===== config.mk =====
export PLATFORM = sky130hd
export DESIGN_NAME = bank_ticket_machine_fsm
export DESIGN_NICKNAME = d
export VERILOG_FILES = /design/src/rtl/bank_ticket_machine_fsm_pkg.sv /design/src/rtl/bank_ticket_machine_fsm_ticket_fifo.sv /design/src/rtl/bank_ticket_machine_fsm.sv
export SDC_FILE = /design/constraint.sdc
export NUM_CORES = 1
export LEC_CHECK = 0
export CAP_MARGIN = 25
export CORE_MARGIN = 3
export CORE_UTILIZATION = 55
export CTS_CLUSTER_SIZE = 30
export DETAILED_ROUTE_END_ITERATION = 8
export PLACE_DENSITY_LB_ADDON = 0.1
export SLEW_MARGIN = 20
export SYNTH_ARGS = -nofsm -noshare
export SYNTH_HDL_FRONTEND = slang
export SYNTH_SLANG_ARGS = --single-unit

===== constraint.sdc =====
create_clock -name clk -period 8.85 [get_ports clk]
set_clock_uncertainty 0.1 [all_clocks]
set_input_delay 1.77 -clock clk [delete_from_list [all_inputs] [get_ports clk]]
set_output_delay 1.77 -clock clk [all_outputs]
set_load 0.005 [all_outputs]

===== src/rtl/bank_ticket_machine_fsm_pkg.sv =====
// Shared types and constants for the bank ticket dispenser/caller.
// Provides the FSM state enum, service indices, queue sizing and the desk-to-service map.
package bank_ticket_machine_fsm_pkg;

   localparam int unsigned QDEPTH_DEF = 4;
   localparam int unsigned TICKET_W   = 7;
   localparam int unsigned CNT_W      = 4;
   localparam int unsigned NUM_SVC    = 3;
   localparam int unsigned NUM_DESK   = 4;

   localparam logic [1:0] SVC_GEN  = 2'd0;
   localparam logic [1:0] SVC_LOAN = 2'd1;
   localparam logic [1:0] SVC_CUST = 2'd2;

   // Desks 0..2 serve a fixed queue; desk 3 serves whichever queue is non-empty first
   localparam logic [1:0] DESK0_SVC = SVC_GEN;
   localparam logic [1:0] DESK1_SVC = SVC_LOAN;
   localparam logic [1:0] DESK2_SVC = SVC_CUST;
   localparam logic [1:0] DESK_ANY  = 2'd3;

   localparam logic [TICKET_W-1:0] TICKET_FIRST = 7'd1;
   localparam logic [TICKET_W-1:0] TICKET_LAST  = 7'd127;

   typedef enum logic [1:0] {
      IDLE  = 2'd0,
      ISSUE = 2'd1,
      CALL  = 2'd2
   } state_e;

   // Lowest set bit index of a request vector (3 when none set)
   function automatic logic [1:0] lowest_set(input logic [3:0] req);
      lowest_set = 2'd3;
      for (int i = 3; i >= 0; i--) begin
         if (req[i]) lowest_set = 2'(i);
      end
   endfunction

   // Queue served by a desk; the roaming desk takes general > loan > customer
   function automatic logic [1:0] desk_service(input logic [1:0] desk, input logic [2:0] empty);
      case (desk)
         2'd0:    desk_service = DESK0_SVC;
         2'd1:    desk_service = DESK1_SVC;
         2'd2:    desk_service = DESK2_SVC;
         default: begin
            if (!empty[SVC_GEN])       desk_service = SVC_GEN;
            else if (!empty[SVC_LOAN]) desk_service = SVC_LOAN;
            else                       desk_service = SVC_CUST;
         end
      endcase
   endfunction

endpackage


===== src/rtl/bank_ticket_machine_fsm_ticket_fifo.sv =====
// Per-service ticket FIFO.
// Ports: clk, rst (async active-high), push_i/data_i write, pop_i read,
//        data_o head entry, count_o occupancy, full_o/empty_o status (derived from count).
module ticket_fifo
   import bank_ticket_machine_fsm_pkg::*;
#(
   parameter int unsigned QDEPTH = QDEPTH_DEF,
   parameter int unsigned W      = TICKET_W
) (
   input  logic             clk,
   input  logic             rst,
   input  logic             push_i,
   input  logic [W-1:0]     data_i,
   input  logic             pop_i,
   output logic [W-1:0]     data_o,
   output logic [CNT_W-1:0] count_o,
   output logic             full_o,
   output logic             empty_o
);

   localparam int unsigned AW = (QDEPTH > 1) ? $clog2(QDEPTH) : 1;

   logic [W-1:0]     mem_q [QDEPTH];
   logic [AW-1:0]    wr_ptr_q, rd_ptr_q;
   logic [CNT_W-1:0] count_q;
   logic             push_ok, pop_ok;

   function automatic logic [AW-1:0] bump(input logic [AW-1:0] ptr);
      bump = (ptr == AW'(QDEPTH - 1)) ? '0 : ptr + AW'(1);
   endfunction

   assign full_o  = (count_q == CNT_W'(QDEPTH));
   assign empty_o = (count_q == '0);
   assign push_ok = push_i && !full_o;
   assign pop_ok  = pop_i && !empty_o;
   assign data_o  = mem_q[rd_ptr_q];
   assign count_o = count_q;

   // Pointer and occupancy registers
   always_ff @(posedge clk or posedge rst) begin
      if (rst) begin
         wr_ptr_q <= '0;
         rd_ptr_q <= '0;
         count_q  <= '0;
      end else begin
         if (push_ok) wr_ptr_q <= bump(wr_ptr_q);
         if (pop_ok)  rd_ptr_q <= bump(rd_ptr_q);
         count_q <= count_q + CNT_W'(push_ok) - CNT_W'(pop_ok);
      end
   end

   // Storage needs no reset: only entries below count are ever read
   always_ff @(posedge clk) begin
      if (push_ok) mem_q[wr_ptr_q] <= data_i;
   end

endmodule


===== src/rtl/bank_ticket_machine_fsm.sv =====
// Bank ticket dispenser and caller.
// Ports: clk; rst_n (async reset, active-HIGH despite the name);
//        service_ButtonPress[2:0] gen/loan/cust, officer_ButtonPress[3:0] desk calls;
//        Tickernum last issued/called ticket, Desknum last calling desk,
//        ticket_WaitingCustomers {total, cust, loan, gen} counts, ticket_ServiceType one-hot.
module bank_ticket_machine_fsm
   import bank_ticket_machine_fsm_pkg::*;
#(
   parameter int unsigned QDEPTH = QDEPTH_DEF
) (
   input  logic                clk,
   input  logic                rst_n,
   input  logic [2:0]          service_ButtonPress,
   input  logic [3:0]          officer_ButtonPress,
   output logic [TICKET_W-1:0] Tickernum,
   output logic [1:0]          Desknum,
   output logic [15:0]         ticket_WaitingCustomers,
   output logic [2:0]          ticket_ServiceType
);

   logic                rst;
   state_e              state_q, state_d;
   logic [2:0]          svc_prev_q, svc_pend_q, svc_pend_d, svc_rise_c, svc_clr_c;
   logic [3:0]          off_prev_q, off_pend_q, off_pend_d, off_rise_c, off_clr_c;
   logic [1:0]          sel_q, sel_d;
   logic [TICKET_W-1:0] next_tkt_q, next_tkt_d, tkt_q, tkt_d;
   logic [1:0]          desk_q, desk_d, call_svc_c;
   logic [2:0]          stype_q, stype_d;
   logic [15:0]         wait_q, wait_d;
   logic [2:0]          push_c, pop_c, full_c, empty_c;
   logic [TICKET_W-1:0] head_c [NUM_SVC];
   logic [CNT_W-1:0]    cnt_c  [NUM_SVC];
   logic [CNT_W-1:0]    cnt_n_c [NUM_SVC];
   logic [CNT_W+1:0]    sum_c;

   assign rst = rst_n;

   // Rising-edge requests; a selected request clears but a same-cycle new edge survives
   assign svc_rise_c = service_ButtonPress & ~svc_prev_q;
   assign off_rise_c = officer_ButtonPress & ~off_prev_q;
   assign svc_pend_d = (svc_pend_q & ~svc_clr_c) | svc_rise_c;
   assign off_pend_d = (off_pend_q & ~off_clr_c) | off_rise_c;

   for (genvar g = 0; g < NUM_SVC; g++) begin : g_queue
      ticket_fifo #(.QDEPTH(QDEPTH), .W(TICKET_W)) u_fifo (
         .clk     (clk),
         .rst     (rst),
         .push_i  (push_c[g]),
         .data_i  (next_tkt_q),
         .pop_i   (pop_c[g]),
         .data_o  (head_c[g]),
         .count_o (cnt_c[g]),
         .full_o  (full_c[g]),
         .empty_o (empty_c[g])
      );
   end

   // State, request and output registers
   always_ff @(posedge clk or posedge rst) begin
      if (rst) begin
         state_q    <= IDLE;
         svc_prev_q <= '0;
         off_prev_q <= '0;
         svc_pend_q <= '0;
         off_pend_q <= '0;
         sel_q      <= '0;
         next_tkt_q <= TICKET_FIRST;
         tkt_q      <= '0;
         desk_q     <= '0;
         stype_q    <= '0;
         wait_q     <= '0;
      end else begin
         state_q    <= state_d;
         svc_prev_q <= service_ButtonPress;
         off_prev_q <= officer_ButtonPress;
         svc_pend_q <= svc_pend_d;
         off_pend_q <= off_pend_d;
         sel_q      <= sel_d;
         next_tkt_q <= next_tkt_d;
         tkt_q      <= tkt_d;
         desk_q     <= desk_d;
         stype_q    <= stype_d;
         wait_q     <= wait_d;
      end
   end

   // Next-state: arbitrate in IDLE, perform the selected issue or call one cycle later
   always_comb begin
      state_d    = state_q;
      sel_d      = sel_q;
      next_tkt_d = next_tkt_q;
      tkt_d      = tkt_q;
      desk_d     = desk_q;
      stype_d    = stype_q;
      svc_clr_c  = '0;
      off_clr_c  = '0;
      push_c     = '0;
      pop_c      = '0;
      call_svc_c = desk_service(sel_q, empty_c);
      case (state_q)
         IDLE: begin
            if (|svc_pend_q) begin
               state_d          = ISSUE;
               sel_d            = lowest_set({1'b0, svc_pend_q});
               svc_clr_c[sel_d] = 1'b1;
            end else if (|off_pend_q) begin
               state_d          = CALL;
               sel_d            = lowest_set(off_pend_q);
               off_clr_c[sel_d] = 1'b1;
            end
         end
         ISSUE: begin
            state_d = IDLE;
            if (!full_c[sel_q]) begin
               push_c[sel_q]  = 1'b1;
               tkt_d          = next_tkt_q;
               stype_d        = '0;
               stype_d[sel_q] = 1'b1;
               next_tkt_d     = (next_tkt_q == TICKET_LAST) ? TICKET_FIRST : next_tkt_q + TICKET_W'(1);
            end
         end
         CALL: begin
            state_d = IDLE;
            if (!empty_c[call_svc_c]) begin
               pop_c[call_svc_c]   = 1'b1;
               tkt_d               = head_c[call_svc_c];
               desk_d              = sel_q;
               stype_d             = '0;
               stype_d[call_svc_c] = 1'b1;
            end
         end
         default: state_d = IDLE;
      endcase
   end

   // Waiting counts track the queues on the same edge as push/pop
   always_comb begin
      sum_c = '0;
      for (int i = 0; i < NUM_SVC; i++) begin
         cnt_n_c[i] = cnt_c[i] + CNT_W'(push_c[i]) - CNT_W'(pop_c[i]);
         sum_c      = sum_c + (CNT_W+2)'(cnt_n_c[i]);
      end
      wait_d = {(sum_c > (CNT_W+2)'(15)) ? 4'hF : sum_c[3:0],
                cnt_n_c[SVC_CUST], cnt_n_c[SVC_LOAN], cnt_n_c[SVC_GEN]};
   end

   assign Tickernum               = tkt_q;
   assign Desknum                 = desk_q;
   assign ticket_WaitingCustomers = wait_q;
   assign ticket_ServiceType      = stype_q;

endmodule


* Yosys cells after proc, flatten, opt, wreduce, memory -nomap -nowiden *
Memory sizes are Yosys's and may differ from the RTL's.
Index checks and enable logic that the tools add are counted.

word-level totals
  memories = 3
  logic and storage cells = 176
  flip-flop bits (word level) = 77
  RAM bits = 84
  output and inout bits = 28

cells by class
  $add $sub $neg = 21
  reduce and logical (&&, ||, !) cells = 29
  $lt $le $gt $ge = 10
  bitwise gates (word level) = 13
  multiplexer cells = 63
  equality and inequality tests = 17

memory list
  memory                   words  width  rd ports  clocked after memory_dff  wr ports  RTL line                                   RTL
  g_queue[0].u_fifo.mem_q  4      7      1         0                         1         bank_ticket_machine_fsm_ticket_fifo.sv:23  logic [W-1:0] mem_q [QDEPTH];
  g_queue[1].u_fifo.mem_q  4      7      1         0                         1         bank_ticket_machine_fsm_ticket_fifo.sv:23
  g_queue[2].u_fifo.mem_q  4      7      1         0                         1         bank_ticket_machine_fsm_ticket_fifo.sv:23

operators with widths
  cell                   number
  $mux W2                22
  $mux W7                5
  $add A4 B1 Y4          6
  $mux W3                8
  $sub A4 B1 Y4          6
  $eq A2 B2 Y1 const B   8
  $mux W4                4
  $bmux W7 S2            1
  $mux W1                14
  $pmux W7 S2            1
  $add A2 B1 Y2 const B  6
  $eq A4 B3 Y1 const B   3
  $logic_not A4 Y1       3
  $lt A2 B3 Y1 const B   4
  $logic_and A1 B1 Y1    10
  $and A4 B4 Y4          2
  $demux W1 S2           4
  $ge A2 B1 Y1 const B   4
  $not A4 Y4             2
  $add A7 B1 Y7 const B  1
  $eq A7 B7 Y1 const B   1
  $add A5 B4 Y6          1
  $and A3 B3 Y3          2
  $gt A6 B4 Y1 const B   1
  20 further kinds       34

* Depth between registers and ports, before layout *
Gate-level depths: netlist of the first run.

  word-level depth = 16
  depth in mapped cells = 20

* Cells and area by module *
A second synthesis of the first run with hierarchy kept.

second synthesis, totals
  cells, all modules = 546
  area, all modules = 7656.1 um^2

modules (own cells, without submodules)
  module                   area each (um^2)  cells an instance  times used
  ticket_fifo              1554.0            84                 3
  bank_ticket_machine_fsm  2994.1            294                1

* Worst setup path before layout of the first run *
No wires, ideal clock.

  path kind = register -> register
  start point = register g_queue[1].u_fifo.count_q[2]
  end point = register wait_q[13], in the netlist ticket_WaitingCustomers[13]
  cell stages (with the launch flop) = 20
  data arrival time = 3798 ps
  path buffers = 0
  required time = 8619 ps
  path slack = 4821 ps
  setup time = 131 ps
  cell sequence = dfrtp_1 inv_1 ha_1 nor3b_1 nor2_1 nand2_1 a21oi_1 ha_1 inv_1 ha_1 fa_1 xor2_1 inv_1 fa_1 inv_1 ha_1 a21o_1 a21oi_1 a31oi_1 or3_1

RTL lines
  what                      RTL line                                   RTL
  start: declaration        bank_ticket_machine_fsm_ticket_fifo.sv:25  logic [CNT_W-1:0] count_q;
  start signal: assignment  bank_ticket_machine_fsm_ticket_fifo.sv:48  count_q <= count_q + CNT_W'(push_ok) - CNT_W'(pop_ok);
  end signal: assignment    bank_ticket_machine_fsm.sv:83              wait_q <= wait_d;
  end: declaration          bank_ticket_machine_fsm.sv:29              logic [15:0] wait_q, wait_d;

==> flow_summary.yaml, run 1 <==
sta:
  tightest_slew_ns: 0.9975
  final_hold_viol_count: 0
  timing.fmax_mhz: 222.1
  rsz0062_at_grt: "no"
  fin_setup_tns_ns: 0
  min_period_over_period: 0.5088
  layout_min_cycle_time_ns: 4.503
  finalWorstSetupSlack_ns: 4.347
  setup_violations: 0
  slew_headroom: 0.3337
  slew_violations: 0
layout:
  multiInputGateArea_sq_um: 2745
  regArea_sq_um: 4451
  diodes: 0
  synthToLayoutAreaGrowth_pct: 14.80
  nets: 647
  final_cell_area_sq_um: 8660
  fillCellCount: 1028
  layout-drive-gt1-share: 0.1347
detailed_routing:
  wl_met2_um: 6701
  drc_errors: 0
  totalWireLength_um: 14050
  drt-met1-wl_um: 6411
  wl_met3_um: 613
  top_layer: "met4"
  drt-wirelength-per-cell_um: 18.24
  drt_iter0_markers: 365
  vias: 4315
  avgViaCountPerCell: 5.604
  ant_nets: 0
  first_pass_iters: 4
power_and_ir_drop:
  power.internal_mw: 2.201
  power_frac_clock: 0.213
  p_comb_frac: 0.422
  leakagePower_nw: 3.468
  power.density_nw_per_um2: 400.1
  p_sw_mw: 1.264
  swShare: 0.3648
  ir_drop_mv: 0.3032
  p_seq_frac: 0.364
setup_path:
  reg2reg_depth: 16
  ff2ff_setup_slack_ns: 4.35
  worstPathMaxFanout: 17
  worstPathArrival_ns: 4.70
  r2r-end: "ticket_WaitingCustomers[13]"
  required_ns: 9.05
  r2r_start: "sel_q[1]"
  endpoint_kind: "flip-flop"
  startpoint_type: "flip-flop"
  critPathKind: "reg2reg"
clocking:
  h-tree-depth: 4
  tritoncts: "yes"
  cts_buffers: 17
  root_buffer: "clkbuf_16"
  clock-sinks: 161
  cts_setup_buffers: 0
  clk-insertion-delay-late_ns: 0.43
  ctsResizeCount: 0
  clkSlewWorstSetupHoldPaths_ns: 0.06
  clockBufferDepth: 2
  hold_buffers: 0
synthesis:
  ys_seq_area_frac: 0.5900
  avgSynthCellArea_sq_um: 13.97
  yosysTopAreaCellShare: 0.3344
  synth_top_cell_by_area: "edfxtp_1"
  synth-edff-count: 84
  synth_ff_type: "edfxtp_1"
  synthesis.area_sq_um: 7543
  synth.distinct_cells: 55
  synthCells: 540
  ys_ff_latch: 161
  synthArstFlopShare: 0.4783
  synth_nets: 606
  synth_area_leaders: "edfxtp_1 (33%), dfrtp_1 (25%), ha_1 (7.6%)"
  ys_warn_count: 0
die:
  start_util: 0.5651
  dieHeight_um: 123.1
  die_w_um: 123.1
  dieArea_sq_um: 15160
  core_sq_um: 13350
  row_count: 42
  ios: 37
global_route:
  overflow: 0
  grt_pass1_wl_um: 22940
  grt_pass1_vias: 4348
  antenna_found_initial: 0
  track_usage: 0.2056
  grt_max_degree: 78
placed_design:
  io_buffers: 36
  pre_cts_ws_ns: 4.349
  hpwlAfterDp_um: 9950
  post_dp_cell_area_sq_um: 8033
  gp_congestion: 0.8129
status:
  status: "finished clean"
hold_path:
  hp-start: "svc_prev_q[2]"
  hold_class: "reg2reg"
  min_to: "svc_pend_q[2]"
  holdPathStages: 1
job:
  max_cap_viol_count: 0
worst max-delay path, cell delays in order, from the launching register on:
cell and delay, ns:
dfrtp_1 0.68, nor2b_1 0.70, nor4_1 0.12, ha_1 0.30, inv_1 0.05, ha_1 0.15, inv_1 0.05, fa_1 0.37
xnor2_1 0.20, inv_1 0.07, fa_1 0.54, inv_1 0.06, ha_1 0.28, a21o_1 0.17, a21oi_1 0.15, a31oi_1 0.06
or3_1 0.30
registers in the layout (all words and copies together) (netlist names), 3 cells and up:
name                     cells
ticket_WaitingCustomers     16
g_queue.u_fifo.mem_q        84
off_pend_q                   4
g_queue.u_fifo.wr_ptr_q      6
off_prev_q                   4
Tickernum                    7
svc_pend_q                   3
g_queue.u_fifo.rd_ptr_q      6
ticket_ServiceType           3
next_tkt_q                   7
g_queue.u_fifo.count_o      12
svc_prev_q                   3
cells in the mapped netlist (2+ instances only):
cell       number
a2111oi_0       3
a2111oi_2       3
a21boi_0        2
a21o_1          7
a21oi_1        12
a221oi_1        6
a22oi_1         6
a31oi_1         9
and2_1         13
buf_1           3
buf_2           5
buf_6           5
clkbuf_1        4
dfrtp_1        76
edfxtp_1       84
fa_1           11
ha_1           46
inv_1          64
mux2_2          7
mux2_4          7
mux2i_1         2
mux4_2         21
nand2_1        30
nand3_1         5
nor2_1         28
nor2b_1         3
nor3_1          5
nor4_1          2
o21ai_0        26
o31ai_1         4
o41ai_1         3
xnor2_1         4
xor2_1         12
cells by family (layout without fill, tap and decap cells):
family,count (synthesis),after routing,synth area share
AND/OR/NAND/NOR,101,101,0.07083
AO/OA/AOI/OAI,87,87,0.07928
multiplexers,37,37,0.08973
XOR/XNOR,16,16,0.01858
buffers and inverters,81,135,0.04611
flip-flops,161,161,0.5900
adder cells (fa/ha/maj),57,57,0.1055
per-layer routing:
layer,up-vias,track usage
li1,2022,-
met1,2168,0.2889
met2,98,0.3191
met3,27,0.04483
met4,0,0.07682
met5,-,0
metrics by stage:
step / power, mW / instances / util / hold slack (ns)
final: 3.465 / 770 / 0.6488 / 0.3158
after global routing: 3.756 / 770 / 0.6488 / 0.3415
after CTS: 3.502 / 769 / 0.6467 / 0.3210
after detailed placement: 2.752 / 737 / 0.6018 / 0.3125
after global placement: 2.677 / 737 / 0.6018 / 0.3024
after floorplan: 2.304 / 540 / - / 0.2996
placed cells by master (no fill, tap or decap), drive strengths merged, types with 5 or more instances in the layout:
cell type and instances:
a2111oi 6, inv 64, mux4 21, edfxtp 84
xor2 12, clkbuf 23, nor3 6, a221oi 6
dfrtp 76, nor2 28, ha 46, and2 14
a31oi 9, a22oi 6, nand3 5, clkdlybuf4s50 36
o21ai 27, fa 11, nand2 30, a21o 7
mux2 14, a21oi 12
area by class of cell:
class	instances	area share
clock buffer	23	0.05404
inverter	64	0.02789
multi-input combinational	298	0.3170
timing repair buffer	39	0.04652
clock inverter	9	0.01517
sequential	161	0.5139
tap	176	0.02543
power groups by stage:
stage | Clock (mW) | Sequential [mW] | Combinational (mW)
4_1_cts | 0.752 | 1.27 | 1.48
2_1_floorplan | 0 | 1.18 | 1.13
3_5_place_dp | 0 | 1.28 | 1.47
5_1_grt | 0.783 | 1.30 | 1.67
6_report | 0.739 | 1.26 | 1.46
3_3_place_gp | 0 | 1.26 | 1.41
worst max-delay path by stage:
stage                                            start                          end  slack, ns  cells past startpoint
final                                         sel_q[1]  ticket_WaitingCustomers[13]       4.35                     16
after global routing                          sel_q[1]  ticket_WaitingCustomers[13]       4.06                     16
after CTS                                     sel_q[1]  ticket_WaitingCustomers[13]       4.35                     16
after detailed placement                      sel_q[1]  ticket_WaitingCustomers[13]       4.35                     16
after global placement                        sel_q[1]  ticket_WaitingCustomers[13]       4.46                     16
after floorplan           g_queue[1].u_fifo.count_o[2]  ticket_WaitingCustomers[13]       4.82                     19
Note: power is estimated with default switching activity, not from simulation.
==> inputs of run 2 (changes only) <==
- clock period: 8.85 -> 4.55 ns (I/O delays scaled with it)
==> run 2 against run 1 <==
  * Via count is 1.3% higher
  * Cell count increased by 0.91%
  * Total power increased by 97%
  * Count of clock-buffer cells in the layout up 1
  * Final area up 0.58%
  * Non-clock buffer count increased by 7
  * Sequential power is 93% higher
  * First-iteration DRC count fell by 8.8%
  * Combinational power is 110% higher
==> flow_summary.yaml, run 2 (synthesis results as in run 1) <==
setup_path:
  worstPathMaxFanout: 3
  worstPathArrival_ns: 4.49
  endpoint_kind: "flip-flop"
  startpoint_type: "flip-flop"
  r2r_start: "g_queue[0].u_fifo.count_o[2]"
  startpoint: "g_queue[0].u_fifo.count_o[2]"
  critPathKind: "reg2reg"
  required_ns: 4.75
clocking:
  clockBufferDepth: 2
  tritoncts: "yes"
  root_buffer: "clkbuf_16"
  clock-sinks: 161
  clk-insertion-delay-late_ns: 0.42
  h-tree-depth: 4
  cts_buffers: 17
  clkSlewWorstSetupHoldPaths_ns: 0.06
placed_design:
  gp_congestion: 0.8227
  pre_cts_ws_ns: 0.2010
  hpwlAfterDp_um: 10250
  io_buffers: 36
sta:
  min_period_over_period: 0.9431
  final_hold_viol_count: 0
  slew_headroom: 0.4087
  timing.fmax_mhz: 233.0
  setup_violations: 0
  slew_violations: 0
  finalWorstSetupSlack_ns: 0.2587
  tightest_slew_ns: 0.8852
  layout_min_cycle_time_ns: 4.291
detailed_routing:
  ant_nets: 0
  avgViaCountPerCell: 5.623
  vias: 4369
  drt_iter0_markers: 333
  first_pass_iters: 5
  totalWireLength_um: 14530
  drc_errors: 0
  drt-wirelength-per-cell_um: 18.71
power_and_ir_drop:
  power_mw: 6.819
  ir_drop_mv: 0.5297
  power.density_nw_per_um2: 782.9
  leakagePower_nw: 3.487
global_route:
  track_usage: 0.2114
  grt_max_degree: 44
  antenna_found_initial: 0
  overflow: 0
  grt_pass1_vias: 4364
  grt_pass1_wl_um: 23650
die:
  dieArea_sq_um: 15160
  die_w_um: 123.1
  row_count: 42
  start_util: 0.5651
  dieHeight_um: 123.1
  ios: 37
  core_sq_um: 13350
layout:
  layout_common_cells: "edfxtp_1 (84), dfrtp_1 (75), inv_1 (63)"
  largest_register_ffs: 84
  diodes: 0
  synthToLayoutAreaGrowth_pct: 15.46
  nets: 654
  top_register: "g_queue.u_fifo.mem_q"
  layout_commonest_cell: "edfxtp_1"
  layout-drive-gt1-share: 0.1564
  fin_util: 0.6525
hold_path:
  hp-start: "svc_prev_q[2]"
  hold_class: "reg2reg"
status:
  status: "finished clean"
job:
  max_cap_viol_count: 0
-- run 2: critical path, stage by stage (launching register included) --
cell and delay (ns):
dfrtp_1 0.34, inv_1 0.07, ha_1 0.21, nor3b_4 0.16, buf_4 0.15, nor4_2 0.30
ha_1 0.28, inv_1 0.06, ha_1 0.16, inv_1 0.06, fa_1 0.41, xnor2_2 0.17
inv_1 0.07, fa_1 0.55, inv_1 0.08, ha_1 0.30, a21o_1 0.18, a21oi_1 0.15
a31oi_1 0.06, or3_1 0.30
-- run 2: layout make-up --
class	instances	area [sq um]
clock buffers	24	481.7
clock inverters	8	106.4
fillers	1017	4638
inverters	64	241.5
multi-input cells	298	2773
flip-flops and latches	161	4452
well taps	176	220.2
repair buffers	46	435.4
-- run 2: through the flow --
step	TNS [ns]	hold WS, ns	cell area [sq um]	cells
after floorplan	0	0.2996	7543	540
after global placement	0	0.3039	8070	742
after detailed placement	0	0.3166	8070	742
after CTS	0	0.3251	8658	774
after global routing	-0.04962	0.3392	8710	777
final	0	0.3163	8710	777
-- run 2: timing repair --
action	in CTS	in global routing
hold buffers	0	0
setup endpoints to repair	0	4
buffers inserted	0	3
gates resized for setup	0	7
-- run 2: power by group --
group / switching, mW / internal (mW)
Clock: 0.543 / 0.852
Combinational: 1.59 / 1.41
Sequential: 0.388 / 2.04
Total: 2.52 / 4.30
-- run 2: final timing paths --
| kind | end | depth (start not counted) | slack, ns |
|---|---|---|---|
| min reg2reg | svc_pend_q[2] | 1 | 0.32 |
| min | svc_pend_q[2] | 1 | 0.32 |
| max | ticket_WaitingCustomers[13] | 19 | 0.26 |
| max reg2reg | ticket_WaitingCustomers[13] | 19 | 0.26 |
| min in group asynchronous | off_prev_q[0] | 2 | 0.84 |
| max in group asynchronous | state_q[1] | 3 | 2.73 |
-- run 2: routing by layer --
metal	track usage	routed length [um]
met2	0.3334	7007
met5	0	0
met4	0.06228	176
met3	0.04392	605
met1	0.3011	6745
